[src/rtl/busdebugger_command_rx.sv]
// busdebugger_command_rx
//   Serial receive path of the bus debugger: UART receiver (8N1, or 8E1 when
//   BUSDEBUGGER_CMD_RX_PARITY_EN is defined) feeding an ASCII command decoder.
//   Commands (case-insensitive): D dump start, R record start, T record
//   trigger, A<BITWIDTH/4 hex digits> load trigger address. CR/LF/space ignored.
// Ports
//   serial_clock        sole clock
//   reset               async active-low reset
//   clocks_per_bit      cycles per bit (N >= 4), held stable while busy
//   rx_pin              UART line, idles high
//   dump_start          1-cycle pulse on D
//   record_start        1-cycle pulse on R
//   record_trigger      1-cycle pulse on T
//   trigger_addr        last fully received A argument
//   trigger_addr_valid  1-cycle pulse when trigger_addr updates
//   cmd_error           1-cycle pulse on unknown command / aborted argument
//   frame_error         1-cycle pulse on low stop bit (or parity mismatch)
//   parity_error        (parity build only) 1-cycle pulse on parity mismatch
//   busy                receiver not idle or decoder collecting an argument
module busdebugger_command_rx #(
  parameter int BITWIDTH    = 32,
  parameter int SYNC_STAGES = 2
) (
  input  logic                serial_clock,
  input  logic                reset,
  input  logic [11:0]         clocks_per_bit,
  input  logic                rx_pin,
  output logic                dump_start,
  output logic                record_start,
  output logic                record_trigger,
  output logic [BITWIDTH-1:0] trigger_addr,
  output logic                trigger_addr_valid,
  output logic                cmd_error,
  output logic                frame_error,
`ifdef BUSDEBUGGER_CMD_RX_PARITY_EN
  output logic                parity_error,
`endif
  output logic                busy
);

  localparam int NDIG = BITWIDTH / 4;
  localparam int DW   = $clog2(NDIG + 1);

  typedef enum logic [2:0] {RX_IDLE, RX_START, RX_DATA, RX_PAR, RX_STOP, RX_BREAK} rx_st_t;
  typedef enum logic {DEC_CMD, DEC_ARG} dec_st_t;

  // ---------------- synchroniser ----------------
  logic [SYNC_STAGES-1:0] sync_q;
  logic                   rxs;

  always_ff @(posedge serial_clock or negedge reset) begin
    if (!reset) sync_q <= '1;
    else        sync_q <= {sync_q[SYNC_STAGES-2:0], rx_pin};
  end
  assign rxs = sync_q[SYNC_STAGES-1];

  // ---------------- receiver ----------------
  rx_st_t      rx_st_q, rx_st_d;
  logic [11:0] cnt_q, cnt_d;
  logic [2:0]  bit_q, bit_d;
  logic [7:0]  shreg_q, shreg_d;
  logic        par_bad_q, par_bad_d;
  logic        strobe, fe_det, pe_det, tick;

  assign tick = (cnt_q == 12'd0);

  always_comb begin
    rx_st_d   = rx_st_q;
    cnt_d     = tick ? cnt_q : cnt_q - 12'd1;
    bit_d     = bit_q;
    shreg_d   = shreg_q;
    par_bad_d = par_bad_q;
    strobe    = 1'b0;
    fe_det    = 1'b0;
    pe_det    = 1'b0;
    case (rx_st_q)
      RX_IDLE: if (!rxs) begin
        // first sample lands mid start bit
        cnt_d   = (clocks_per_bit >> 1) - 12'd1;
        rx_st_d = RX_START;
      end
      RX_START: if (tick) begin
        if (!rxs) begin
          cnt_d     = clocks_per_bit - 12'd1;
          bit_d     = 3'd0;
          par_bad_d = 1'b0;
          rx_st_d   = RX_DATA;
        end else begin
          rx_st_d = RX_IDLE;  // glitch
        end
      end
      RX_DATA: if (tick) begin
        shreg_d = {rxs, shreg_q[7:1]};
        cnt_d   = clocks_per_bit - 12'd1;
        bit_d   = bit_q + 3'd1;
        if (bit_q == 3'd7) begin
`ifdef BUSDEBUGGER_CMD_RX_PARITY_EN
          rx_st_d = RX_PAR;
`else
          rx_st_d = RX_STOP;
`endif
        end
      end
      RX_PAR: if (tick) begin
        par_bad_d = rxs ^ (^shreg_q);  // even parity
        cnt_d     = clocks_per_bit - 12'd1;
        rx_st_d   = RX_STOP;
      end
      RX_STOP: if (tick) begin
        if (rxs && !par_bad_q) strobe = 1'b1;
        if (!rxs || par_bad_q) fe_det = 1'b1;
        pe_det  = par_bad_q;
        rx_st_d = rxs ? RX_IDLE : RX_BREAK;
      end
      RX_BREAK: if (rxs) rx_st_d = RX_IDLE;
      default: rx_st_d = RX_IDLE;
    endcase
  end

  always_ff @(posedge serial_clock or negedge reset) begin
    if (!reset) begin
      rx_st_q   <= RX_IDLE;
      cnt_q     <= '0;
      bit_q     <= '0;
      shreg_q   <= '0;
      par_bad_q <= 1'b0;
    end else begin
      rx_st_q   <= rx_st_d;
      cnt_q     <= cnt_d;
      bit_q     <= bit_d;
      shreg_q   <= shreg_d;
      par_bad_q <= par_bad_d;
    end
  end

  // ---------------- decoder ----------------
  dec_st_t             dec_q, dec_d;
  logic [DW-1:0]       dig_q, dig_d;
  logic [BITWIDTH-1:0] shadow_q, shadow_d, shadow_nx, addr_q, addr_d;
  logic                dump_q, dump_d, rec_q, rec_d, trig_q, trig_d;
  logic                vld_q, vld_d, cerr_q, cerr_d, fe_q, pe_q;
  logic                is_hex;
  logic [3:0]          nib;

  always_comb begin
    is_hex = 1'b0;
    nib    = shreg_q[3:0];
    if (shreg_q >= 8'h30 && shreg_q <= 8'h39) is_hex = 1'b1;
    else if ((shreg_q >= 8'h41 && shreg_q <= 8'h46) ||
             (shreg_q >= 8'h61 && shreg_q <= 8'h66)) begin
      is_hex = 1'b1;
      nib    = shreg_q[3:0] + 4'd9;
    end
  end

  assign shadow_nx = BITWIDTH'({shadow_q, nib});

  always_comb begin
    dec_d    = dec_q;
    dig_d    = dig_q;
    shadow_d = shadow_q;
    addr_d   = addr_q;
    dump_d   = 1'b0;
    rec_d    = 1'b0;
    trig_d   = 1'b0;
    vld_d    = 1'b0;
    cerr_d   = 1'b0;
    if (dec_q == DEC_ARG && fe_q) begin
      // broken frame mid-argument aborts it, one cycle after frame_error
      cerr_d = 1'b1;
      dec_d  = DEC_CMD;
    end else if (strobe) begin
      if (dec_q == DEC_CMD) begin
        case (shreg_q)
          8'h44, 8'h64: dump_d = 1'b1;
          8'h52, 8'h72: rec_d  = 1'b1;
          8'h54, 8'h74: trig_d = 1'b1;
          8'h41, 8'h61: begin
            dig_d    = '0;
            shadow_d = '0;
            dec_d    = DEC_ARG;
          end
          8'h0D, 8'h0A, 8'h20: ;
          default: cerr_d = 1'b1;
        endcase
      end else if (is_hex) begin
        shadow_d = shadow_nx;
        dig_d    = dig_q + DW'(1);
        if (dig_q == DW'(NDIG - 1)) begin
          addr_d = shadow_nx;  // whole value lands in one cycle
          vld_d  = 1'b1;
          dec_d  = DEC_CMD;
        end
      end else begin
        cerr_d = 1'b1;
        dec_d  = DEC_CMD;
      end
    end
  end

  always_ff @(posedge serial_clock or negedge reset) begin
    if (!reset) begin
      dec_q    <= DEC_CMD;
      dig_q    <= '0;
      shadow_q <= '0;
      addr_q   <= '0;
      dump_q   <= 1'b0;
      rec_q    <= 1'b0;
      trig_q   <= 1'b0;
      vld_q    <= 1'b0;
      cerr_q   <= 1'b0;
      fe_q     <= 1'b0;
      pe_q     <= 1'b0;
    end else begin
      dec_q    <= dec_d;
      dig_q    <= dig_d;
      shadow_q <= shadow_d;
      addr_q   <= addr_d;
      dump_q   <= dump_d;
      rec_q    <= rec_d;
      trig_q   <= trig_d;
      vld_q    <= vld_d;
      cerr_q   <= cerr_d;
      fe_q     <= fe_det;
      pe_q     <= pe_det;
    end
  end

  assign dump_start         = dump_q;
  assign record_start       = rec_q;
  assign record_trigger     = trig_q;
  assign trigger_addr       = addr_q;
  assign trigger_addr_valid = vld_q;
  assign cmd_error          = cerr_q;
  assign frame_error        = fe_q;
`ifdef BUSDEBUGGER_CMD_RX_PARITY_EN
  assign parity_error       = pe_q;
`endif
  assign busy = (rx_st_q != RX_IDLE) || (dec_q == DEC_ARG);

endmodule
[config.mk]
export PLATFORM = sky130hd
export DESIGN_NAME = busdebugger_command_rx
export DESIGN_NICKNAME = d
export VERILOG_FILES = /design/src/rtl/busdebugger_command_rx.sv
export SDC_FILE = /design/constraint.sdc
export NUM_CORES = 1
export LEC_CHECK = 0
export CORE_MARGIN = 2
export CORE_UTILIZATION = 35
export DETAILED_ROUTE_END_ITERATION = 10
export PLACE_DENSITY = 0.5
export SYNTH_ARGS = -nofsm -noshare
export SYNTH_HDL_FRONTEND = slang
export SYNTH_SLANG_ARGS = --single-unit
[constraint.sdc]
create_clock -name serial_clock -period 5.5 [get_ports serial_clock]
set_input_delay 0.825 -clock serial_clock [delete_from_list [all_inputs] [get_ports serial_clock]]
set_output_delay 0.825 -clock serial_clock [all_outputs]
set_load 0.005 [all_outputs]
==> impl_metrics.env, run 1 <==
export IMPL_status="completed"
export IMPL_drt_antenna_violating_nets=0
export IMPL_skew_ns=0.00730
export IMPL_hold_path_class="flip-flop to flip-flop"
export IMPL_slew_violations=0
export IMPL_cts_tree="done"
export IMPL_routedWlPerCell_um=15.2
export IMPL_grt_usage=0.161
export IMPL_antenna_cells=0
export IMPL_io_pins=54
export IMPL_post_synth_top_count_cell="dfrtp_1"
export IMPL_tightest_slew_ns=1.12
export IMPL_via_per_inst=5.18
export IMPL_synth_avg_cell_area_um2=9.76
export IMPL_ys_seq_area_frac=0.454
export IMPL_crit_type="flip-flop to flip-flop"
export IMPL_critical_path_required_ns=5.74
export IMPL_die_w_um=130
export IMPL_async_reset_ff_frac=1.00
export IMPL_first_pass_iters=4
export IMPL_grt_max_degree=57
export IMPL_drive_gt1_frac=0.0820
export IMPL_synth_commonest_cells="98 x dfrtp_1, 69 x nand2_1, 61 x o21ai_0, 27 x clkbuf_1"
export IMPL_antenna_found_initial=0
export IMPL_clk_pin_slew_ns=0.07
export IMPL_synth_top_cell_area_share=0.445
export IMPL_setup_viol=0
export IMPL_synth_seq_cells=100
export IMPL_area_growth_pct=18.6
export IMPL_vdd_drop_max_v=0.000187
export IMPL_cp_data_arrival_time_ns=3.57
export IMPL_drcViolationCount=0
export IMPL_max_freq_mhz=300
export IMPL_ys_dominant_reg_cell="dfrtp_1"
export IMPL_cap_violations=0
export IMPL_grt_pass1_wl_um=21500
export IMPL_synth_area_mm2=0.00551
export IMPL_drt_iter0_drc=254
export IMPL_fin_ws_ns=2.16
export IMPL_hpwl_um=8830
export IMPL_gp_congestion=0.838
export IMPL_startpoint_type="flip-flop"
export IMPL_nets=646
export IMPL_start_util=0.360
export IMPL_clkSinkCount=100
export IMPL_cts_buffer_depth=2
export IMPL_rsz0062_at_grt="no"
export IMPL_yosysTopAreaCell="dfrtp_1"
export IMPL_relSlewSlack=0.251
export IMPL_synth_edf_count=0
export IMPL_cts_htree_levels=3
export IMPL_crit_fanout=32
export IMPL_leakagePower_uw=0.00266
export IMPL_pre_cts_slack_ns=2.07
export IMPL_synthTopCellsByArea="dfrtp_1 44%, ha_1 5.7%, o21ai_0 5.5%"
export IMPL_ys_warn_count=0
export IMPL_syn_num_nets=605
export IMPL_clk_latency_ns=0.35
export IMPL_fp_row_count=45
export IMPL_vias=4254
export IMPL_synth_cell_type_count=59
export IMPL_routed_wl_um=12500
export IMPL_core_area_mm2=0.0153
export IMPL_period_share=0.606
export IMPL_endpoint_kind="flip-flop"
export IMPL_synthCells=565
export IMPL_die_y_um=130
export IMPL_grt_overflow=0
export IMPL_cts_buffers=9
export IMPL_post_cts_setup_buffers=0
export IMPL_cts_hold_buf=0
export IMPL_hold_violations=0
export IMPL_portBuffers=53
export IMPL_fill_cells=1490
export IMPL_cts_root_buf="clkbuf_16"
export IMPL_grt_pass1_vias=4272
export IMPL_tns_ns=0
export IMPL_die_area_mm2=0.0168
export IMPL_period_needed_ns=3.34
export IMPL_power_density_mw_per_mm2=261
export IMPL_ctsResizeCount=0
-- path summary, 6_finish.rpt --
kind	startpoint	end	slack [ns]	depth (start not counted)
max reg2reg	shreg_q[0]	shadow_q[5]	2.16	9
max	shreg_q[0]	shadow_q[5]	2.16	9
min	sync_q[0]	sync_q[1]	0.36	0
min reg2reg	sync_q[0]	sync_q[1]	0.36	0
max in group asynchronous	reset	shreg_q[1]	3.89	2
min in group asynchronous	reset	trigger_addr[26]	0.50	1
-- cell families (layout without fill, tap and decap cells) --
family / Yosys count / count (layout) / share of synthesized area
multiplexers: 29 / 29 / 0.0586
buffers and inverters: 52 / 97 / 0.0377
adder cells (fa/ha/maj): 25 / 25 / 0.0567
AND/OR/NAND/NOR: 182 / 182 / 0.167
flip-flops: 100 / 100 / 0.454
AO/OA/AOI/OAI: 147 / 147 / 0.178
XOR/XNOR: 30 / 30 / 0.0477
-- state kept, by name (all words and copies together), names as in the netlist --
register and flops:
dec_q 1, record_trigger 1, trigger_addr_valid 1, shreg_q 8, trigger_addr 32, cnt_q 12, dig_q 4, frame_error 1
shadow_q 28, dump_start 1, bit_q 3, sync_q 2, par_bad_q 1, rx_st_q 3, record_start 1, cmd_error 1
-- area by class of cell --
| type | instances | area, µm² | share of cell area |
|---|---|---|---|
| Sequential cell | 100 | 2500 | 0.383 |
| Tap cell | 211 | 264 | 0.0404 |
| Timing Repair Buffer | 62 | 596 | 0.0911 |
| Multi-Input combinational cell | 413 | 2810 | 0.430 |
| Clock inverter | 5 | 61.3 | 0.00938 |
| Clock buffer | 10 | 229 | 0.0350 |
| Inverter | 20 | 75.1 | 0.0115 |
-- routing by layer --
layer | up-vias | part of all wire | global-route usage
met3 | 16 | 0.032 | 0.0413
met1 | 2065 | 0.49 | 0.224
met4 | 0 | 0.014 | 0.0455
met2 | 69 | 0.47 | 0.250
li1 | 2104 | - | -
met5 | - | 0 | 0
-- power by group --
group | internal [µW] | total, µW | switching (µW)
clock network | 353 | 633 | 280
registers | 783 | 840 | 57.1
logic | 114 | 235 | 121
total | 1250 | 1710 | 459
-- through the flow --
| step | utilization | area, µm² | hold WS, ns | power, µW | std cells |
|---|---|---|---|---|---|
| after CTS | 0.427 | 6540 | 0.358 | 1740 | 821 |
| after floorplan | - | 5510 | 0.345 | 1010 | 565 |
| after global routing | 0.427 | 6540 | 0.361 | 1800 | 821 |
| after global placement | 0.408 | 6250 | 0.347 | 1080 | 806 |
| final | 0.427 | 6540 | 0.356 | 1710 | 821 |
| after detailed placement | 0.408 | 6250 | 0.348 | 1090 | 806 |
-- cells in the final DEF (no fill, tap or decap), types with 4 or more instances in the layout --
cell type        netlist  final
xnor2_1               19     19
nor2_1                25     25
nor2b_1                5      5
o21ai_0               61     61
nand3_1               12     12
nor4_1                 8      8
inv_1                 20     20
clkdlybuf4s50_1        0     52
or3_1                  9      9
mux2_1                14     14
o22ai_1                5      5
buf_4                  0     10
o2bb2ai_1              6      6
clkbuf_16              0      9
ha_1                  25     25
o31ai_1               24     24
nand3b_1               5      5
nand2_1               69     69
xor2_1                11     11
dfrtp_1               98     98
nand2b_1              10     10
a21oi_1               19     19
o221ai_1               6      6
and3_1                 4      4
nor3_1                18     18
mux2_2                12     12
-- worst max-delay path, stage by stage (launching register included) --
cell,delay (ns)
dfrtp_1,0.46
inv_1,0.14
ha_1,0.26
nand2b_1,0.16
a32o_1,0.26
and3_1,0.29
nor4_4,0.98
buf_4,0.44
o21ai_0,0.14
o41ai_1,0.09
(Power assumes the default switching activity.)
==> inputs of run 2 (changes only) <==
--- a/config.mk
+++ b/config.mk
@@ -8,7 +8,7 @@
 export CORE_MARGIN = 2
 export CORE_UTILIZATION = 35
 export DETAILED_ROUTE_END_ITERATION = 10
-export PLACE_DENSITY = 0.5
+export PLACE_DENSITY = 0.52
 export SYNTH_ARGS = -nofsm -noshare
 export SYNTH_HDL_FRONTEND = slang
 export SYNTH_SLANG_ARGS = --single-unit
==> constraint.sdc (replaced) <==
create_clock -name serial_clock -period 3 [get_ports serial_clock]
set_input_delay 0.45 -clock serial_clock [delete_from_list [all_inputs] [get_ports serial_clock]]
set_output_delay 0.45 -clock serial_clock [all_outputs]
set_load 0.005 [all_outputs]
==> run 2 against run 1 <==
  * Clock-buffer cell count is the same
  * Cell area grew 1.5%
  * Highest routed layer unchanged
  * Critical endpoint is now shadow_q[4]
  * Non-clock buffer count grew 8
==> impl_metrics.env, run 2 (synthesized netlist as in run 1, its figures left out) <==
export IMPL_grt_pass1_wl_um=21400
export IMPL_hold_ws_ns=0.132
export IMPL_cts_buffer_depth=2
export IMPL_crit_fanout=25
export IMPL_routedWlPerCell_um=15.2
export IMPL_drcViolationCount=0
export IMPL_period_needed_ns=2.72
export IMPL_endpoint_kind="flip-flop"
export IMPL_fill_cells=1506
export IMPL_cts_tree="done"
export IMPL_ctsResizeCount=0
export IMPL_clk_pin_slew_ns=0.07
export IMPL_setup_viol=0
export IMPL_antenna_cells=0
export IMPL_nets=654
export IMPL_hpwl_um=9280
export IMPL_skew_ns=0.00944
export IMPL_largest_register_ffs=32
export IMPL_core_area_mm2=0.0153
export IMPL_drt_antenna_violating_nets=0
export IMPL_relSlewSlack=0.541
export IMPL_period_share=0.906
export IMPL_stdcell_count=830
export IMPL_slew_violations=0
export IMPL_mostFrequentLayoutCells="98 x dfrtp_1, 69 x nand2_1, 61 x o21ai_0, 52 x clkdlybuf4s50_1"
export IMPL_grt_overflow=0
export IMPL_cts_buffers=9
export IMPL_placedCellCount=814
export IMPL_hold_violations=0
export IMPL_cts_htree_levels=3
export IMPL_critical_path_required_ns=3.25
export IMPL_die_area_mm2=0.0168
export IMPL_die_y_um=130
export IMPL_pre_cts_slack_ns=0.161
export IMPL_post_cts_setup_buffers=0
export IMPL_status="completed"
export IMPL_max_freq_mhz=368
export IMPL_io_pins=54
export IMPL_first_pass_iters=4
export IMPL_final_common_cell="dfrtp_1"
export IMPL_antenna_found_initial=0
export IMPL_cts_hold_buf=0
export IMPL_cts_root_buf="clkbuf_16"
export IMPL_clkSinkCount=100
export IMPL_die_w_um=130
export IMPL_fp_row_count=45
export IMPL_grt_pass1_vias=4277
export IMPL_tns_ns=0
export IMPL_cp_data_arrival_time_ns=2.97
export IMPL_power_density_mw_per_mm2=472
export IMPL_crit_type="flip-flop to flip-flop"
export IMPL_start_util=0.360
export IMPL_vias=4329
export IMPL_tightest_slew_ns=0.683
export IMPL_grt_max_degree=52
export IMPL_drt_iter0_drc=218
export IMPL_cap_violations=0
export IMPL_gp_congestion=0.902
export IMPL_grt_usage=0.160
export IMPL_startpoint_type="flip-flop"
export IMPL_rsz0062_at_grt="no"
export IMPL_vdd_drop_max_v=0.000317
export IMPL_via_per_inst=5.22
export IMPL_area_growth_pct=20.4
export IMPL_hold_path_class="primary input to asynchronous set/reset pin"
export IMPL_portBuffers=53
export IMPL_drive_gt1_frac=0.0969
export IMPL_clk_latency_ns=0.35
export IMPL_leakagePower_uw=0.00271
export IMPL_routed_wl_um=12600
export IMPL_fin_ws_ns=0.281
## run 2: routing by layer
| metal | part of all wire | GRT usage | routed length, µm | vias up |
|---|---|---|---|---|
| li1 | - | - | - | 2123 |
| met1 | 0.48 | 0.217 | 6010 | 2109 |
| met2 | 0.47 | 0.253 | 5970 | 85 |
| met3 | 0.037 | 0.0289 | 465 | 12 |
| met4 | 0.015 | 0.0677 | 189 | 0 |
| met5 | 0 | 0 | 0 | - |
## run 2: per-stage QoR
stage          utilization  cell area, µm²  power, µW
3_3_place_gp         0.414            6350       2000
3_5_place_dp         0.414            6350       2010
2_1_floorplan            -            5510       1850
6_report             0.434            6640       3140
4_1_cts              0.434            6640       3170
5_1_grt              0.434            6640       3300
## run 2: final timing paths
kind	startpoint	to	slack [ns]	depth (start not counted)
setup / recovery	shreg_q[1]	shadow_q[4]	0.28	9
hold / removal	reset	trigger_addr[22]	0.13	1
setup reg to reg	shreg_q[1]	shadow_q[4]	0.28	9
hold reg to reg	sync_q[0]	sync_q[1]	0.36	0
max in group asynchronous	reset	sync_q[0]	2.16	2
min in group serial_clock	sync_q[0]	sync_q[1]	0.36	0
## run 2: area by class of cell
cell class / count / area (µm²) / area share
tap: 211 / 264 / 0.0398
clock buffer: 10 / 239 / 0.0360
clock inverter: 6 / 55.1 / 0.00829
inverter: 20 / 75.1 / 0.0113
sequential: 100 / 2500 / 0.377
multi-input combinational: 413 / 2810 / 0.423
timing repair buffer: 70 / 693 / 0.104
## run 2: worst max-delay path, cell delays in order (launching register included)
cell,delay [ns]
dfrtp_1,0.52
inv_1,0.16
ha_1,0.26
nand2b_1,0.16
a32o_1,0.26
and3_1,0.29
nor4_4,0.46
buf_4,0.32
o21ai_0,0.13
o41ai_1,0.07
## run 2: where the power goes
part | switching (µW) | total (µW) | internal (µW)
Clock | 549 | 1150 | 602
Combinational | 231 | 444 | 213
Sequential | 106 | 1540 | 1430
Total | 886 | 3140 | 2250
